--- src/rtl/pc_redirect_unit.sv ---
// PC register with sequential/branch/jump/register targets, stall-time redirect capture and IF/ID flush.
// Optional redirect statistics counters are enabled by defining PC_REDIRECT_STATS_EN.
//   state  | meaning
//   S_RUN  | normal fetch; redirects applied immediately unless stalled
//   S_PEND | a redirect captured under stall waits for the stall to clear
module pc_redirect_unit #(
  parameter logic [31:0] RESET_PC = 32'h0000_0000
) (
  input  logic        Clk,
  input  logic        Rst,
  input  logic [1:0]  PCSel,
  input  logic [31:0] BranchBase,
  input  logic [31:0] BranchOffset,
  input  logic [25:0] JumpIndex,
  input  logic [31:0] RegTarget,
  input  logic        Stall,
  output logic [31:0] PC,
  output logic [31:0] PCPlus4,
  output logic        Flush,
  output logic        RedirectPending
`ifdef PC_REDIRECT_STATS_EN
  ,
  output logic [31:0] RedirectCount,
  output logic [15:0] StallRedirectCount
`endif
);

  typedef enum logic {S_RUN = 1'b0, S_PEND = 1'b1} state_t;

  state_t      state_q, state_d;
  logic [31:0] pc_q, pc_d;
  logic [31:0] pend_q, pend_d;
  logic        flush_q, flush_d;
  logic [31:0] pc_plus4;
  logic [31:0] sel_target;
  logic        redirect;

  assign pc_plus4 = pc_q + 32'd4;
  assign redirect = (PCSel != 2'd0);

  always_comb begin
    sel_target = pc_plus4;
    case (PCSel)
      2'd1:    sel_target = BranchBase + (BranchOffset << 2);
      2'd2:    sel_target = {BranchBase[31:28], JumpIndex, 2'b00};
      2'd3:    sel_target = RegTarget & 32'hFFFF_FFFC;
      default: sel_target = pc_plus4;
    endcase
  end

  always_ff @(posedge Clk) begin
    if (Rst) begin
      state_q <= S_RUN;
      pc_q    <= RESET_PC;
      pend_q  <= 32'h0;
      flush_q <= 1'b0;
    end else begin
      state_q <= state_d;
      pc_q    <= pc_d;
      pend_q  <= pend_d;
      flush_q <= flush_d;
    end
  end

  always_comb begin
    state_d = state_q;
    case (state_q)
      S_RUN:   if (Stall && redirect) state_d = S_PEND;
      S_PEND:  if (!Stall) state_d = S_RUN;
      default: state_d = S_RUN;
    endcase
  end

  always_comb begin
    pc_d    = pc_q;
    pend_d  = pend_q;
    flush_d = 1'b0;
    case (state_q)
      S_RUN: begin
        if (!Stall) begin
          pc_d    = sel_target;
          flush_d = redirect;
        end else if (redirect) begin
          pend_d = sel_target;
        end
      end
      S_PEND: begin
        // Inputs are ignored here; only the stall release matters.
        if (!Stall) begin
          pc_d    = pend_q;
          flush_d = 1'b1;
        end
      end
      default: ;
    endcase
  end

  assign PC              = pc_q;
  assign PCPlus4         = pc_plus4;
  assign Flush           = flush_q;
  assign RedirectPending = (state_q == S_PEND);

`ifdef PC_REDIRECT_STATS_EN
  logic [31:0] redir_cnt_q, redir_cnt_d;
  logic [15:0] stall_cnt_q, stall_cnt_d;

  always_comb begin
    redir_cnt_d = redir_cnt_q;
    stall_cnt_d = stall_cnt_q;
    if (flush_d) redir_cnt_d = redir_cnt_q + 32'd1;
    if ((state_q == S_RUN) && (state_d == S_PEND) && (stall_cnt_q != 16'hFFFF))
      stall_cnt_d = stall_cnt_q + 16'd1;
  end

  always_ff @(posedge Clk) begin
    if (Rst) begin
      redir_cnt_q <= 32'h0;
      stall_cnt_q <= 16'h0;
    end else begin
      redir_cnt_q <= redir_cnt_d;
      stall_cnt_q <= stall_cnt_d;
    end
  end

  assign RedirectCount      = redir_cnt_q;
  assign StallRedirectCount = stall_cnt_q;
`endif

endmodule

--- config.mk ---
export PLATFORM = sky130hd
export DESIGN_NAME = pc_redirect_unit
export DESIGN_NICKNAME = d
export VERILOG_FILES = /design/src/rtl/pc_redirect_unit.sv
export SDC_FILE = /design/constraint.sdc
export NUM_CORES = 1
export LEC_CHECK = 0
export ABC_AREA = 1
export CAP_MARGIN = 20
export CORE_ASPECT_RATIO = 0.5
export CORE_MARGIN = 1
export CORE_UTILIZATION = 45
export DETAILED_ROUTE_END_ITERATION = 6
export HOLD_SLACK_MARGIN = 0.1
export PLACE_DENSITY = 0.74
export SLEW_MARGIN = 10
export SYNTH_ARGS = -nofsm -noshare
export SYNTH_HDL_FRONTEND = slang
export SYNTH_SLANG_ARGS = --single-unit
--- constraint.sdc ---
create_clock -name Clk -period 2.5 [get_ports Clk]
set_input_delay 0.5 -clock Clk [delete_from_list [all_inputs] [get_ports Clk]]
set_output_delay 0.5 -clock Clk [all_outputs]
set_load 0.01 [all_outputs]
==> flow_metrics.tcl <==
set metrics [dict create \
    worst-r2r-cell-count 13 \
    cts.sinks 66 \
    initial_core_util 0.465 \
    finClkSkew_ns 0.00493 \
    track_usage 0.349 \
    synth-simple-area-share 0.413 \
    start_kind "register" \
    drtIter0Drc 898 \
    synth.most_common_cell "nand2_1" \
    synth_top_family_by_area "simple AND/OR/NAND/NOR gates" \
    core_region_area_um2 13700 \
    synth.avg_cell_area_um2 5.74 \
    outcome "completed" \
    power_density_nw_per_um2 407 \
    slew_headroom 0.361 \
    ant_nets 0 \
    htreeDepth 3 \
    synthTopCellsByCount "nand2_1, inv_1, nor2_1, nand3_1, dfxtp_1" \
    gp_congestion 0.932 \
    synth_xor_area_frac 0.0271 \
    min_period_over_period 0.970 \
    grt_start_max_net_pins 31 \
    die-area_um2 14700 \
    synth_warnings 0 \
    io_buffer_count 188 \
    muxShareOfSynthArea 0 \
    io_pins 193 \
    yosysTopAreaCellShare 0.207 \
    hold_ws_ns 0.487 \
    ctsHoldBuffers 0 \
    drc 0 \
    final_hold_viol_count 0 \
    report.final.slew_viol_count 0 \
    routed_wirelength_um 25700 \
    path_max_fanout 4 \
    end_kind "output port" \
    synth-async-reset-ratio 0 \
    antenna_found_initial 0 \
    dpl.hpwl_um 20400 \
    multi_input_area_um2 4660 \
    drive_above_1_share 0.211 \
    fin_crit_ns 2.42 \
    arrival_ns 1.92 \
    synth-seq-cells 66 \
    required_ns 2.00 \
    max_freq_mhz 412 \
    rows 30 \
    drv_cap 0 \
    synth.net_count 1268 \
    avgViaCountPerCell 5.30 \
    rsz0062_at_grt "true" \
    cts_root_buf "clkbuf_16" \
    grt-ovfl-total 0 \
    p_leak_nw 5.15 \
    peakVddDrop_mv 0.298 \
    fillers 1119 \
    drtPass1Iterations 6 \
    antenna_cells 0 \
    worst_slack_ns 0.0757 \
    die_h_um 86.2 \
    final_nets 1590 \
    clk_pin_slew_ns 0.05 \
    cts_tree "yes" \
    synth_compound_area_frac 0.156 \
    pre_cts_ws_ns -0.388 \
    routedWlPerCell_um 15.8 \
    vias 8625 \
    syn_area_um2 6380 \
    worst_pin_slew_ns 0.958 \
    crit_type "reg2out" \
    synth_edf_count 0 \
    worst_skew_pair.late_latency_ns 0.33 \
    utilization 0.750 \
    ys_types 41 \
    cts_buffer_depth 2 \
    min_path_type "reg2reg" \
    synthFlopType "dfxtp_1" \
    die_w_um 170 \
    grt_first_pass_wirelength_um 39500 \
    synth_cells 1110 \
    whs_path_depth 2 \
    grt_pass1_vias 7937 \
    synthToLayoutAreaGrowth_pct 61.1 \
    synth_area_leader_cell "dfxtp_1" \
    synthTopCellsByArea "dfxtp_1, nand2_1, inv_1" \
    regArea_um2 1350 \
    cts_made_buffers 9 \
    synthAdderAreaFrac 0.0620 \
    setup_viol 0 \
    synth_seq_area_share 0.207 \
]
[flip-flops by register name, summed over array words and instances (netlist names)]
signal / cells
Flush: 1
PC: 32
RedirectPending: 1
pend_q: 32
[timing repair]
| action | 4_1_cts | 5_1_grt |
|---|---|---|
| endpoints found under the hold margin | 0 | 0 |
| resized for setup | 72 | 98 |
| setup endpoints to repair | 28 | 62 |
| setup buffers | 7 | 4 |
| pin swaps | 11 | 28 |
| cloned | 0 | 0 |
[path summary, 6_finish.rpt]
path | from | to | slack (ns)
max | PC[2]$_SDFFE_PP0P_ | PCPlus4[14] | 0.08
min | PC[31]$_SDFFE_PP0P_ | PC[31]$_SDFFE_PP0P_ | 0.49
max reg2reg | PC[2]$_SDFFE_PP0P_ | PC[18]$_SDFFE_PP0P_ | 0.46
min reg2reg | PC[31]$_SDFFE_PP0P_ | PC[31]$_SDFFE_PP0P_ | 0.49
[per-layer routing]
layer  track usage  vias to the layer above  share of wire
li1              -                     4219              -
met1         0.473                     3936           0.44
met2         0.546                      424           0.44
met3        0.0954                       46           0.11
met4        0.0966                        0          0.021
met5             0                        -              0
[cell usage in the layout (no fill, tap or decap), drive strengths merged, types with 3 or more instances in the layout]
cell type,netlist,layout
nor2,93,93
a22o,15,15
xnor2,3,3
o21bai,4,4
or2,6,6
o21ai,64,64
buf,13,159
ha,30,30
nand2,340,340
nand3b,13,13
clkinv,1,3
nand3,83,83
o22ai,8,8
and2,3,3
a221oi,8,8
nor3,29,29
dlymetal6s2s,0,3
o211ai,6,6
clkbuf,22,19
clkdlybuf4s50,0,162
dfxtp,66,66
dlygate4sd2,0,14
xor2,15,15
inv,187,187
nand4,31,31
a21oi,65,65
[critical path: stages, from the launching register on]
cell and delay [ns]:
dfxtp_1 0.34, ha_2 0.21, nand3_2 0.12, buf_6 0.17, nor2_4 0.13, buf_4 0.12
xor2_1 0.19, dlygate4sd2_1 0.30
[cell type report]
class                      instances  share of cell area
sequential                        66               0.131
tap                              192              0.0234
clock inverter                     3             0.00390
multi-input combinational        821               0.453
inverter                         188              0.0687
timing repair buffer             346               0.296
clock buffer                      12              0.0240
[where the power goes]
group	internal, mW	switching (mW)	total, mW
Sequential	1.15	0.0706	1.22
Clock	0.790	0.440	1.23
Combinational	0.825	0.913	1.74
Total	2.76	1.42	4.18
[cell families after synthesis]
group	after synthesis
adder cells (fa/ha/maj)	31
buffers and inverters	223
AND/OR/NAND/NOR	600
flip-flops	66
AO/OA/AOI/OAI	172
XOR/XNOR	18
[per-stage QoR]
step | total power, mW | cell area [µm²] | setup TNS, ns | cells
2_1_floorplan | 2.00 | 6380 | 0 | 1110
3_3_place_gp | 2.82 | 9460 | -7.85 | 1602
3_5_place_dp | 2.86 | 9460 | -10.12 | 1602
4_1_cts | 4.07 | 9930 | 0 | 1624
5_1_grt | 4.39 | 10300 | -0.195 | 1628
6_report | 4.18 | 10300 | 0 | 1628
Power figures use the tool's default switching activity.
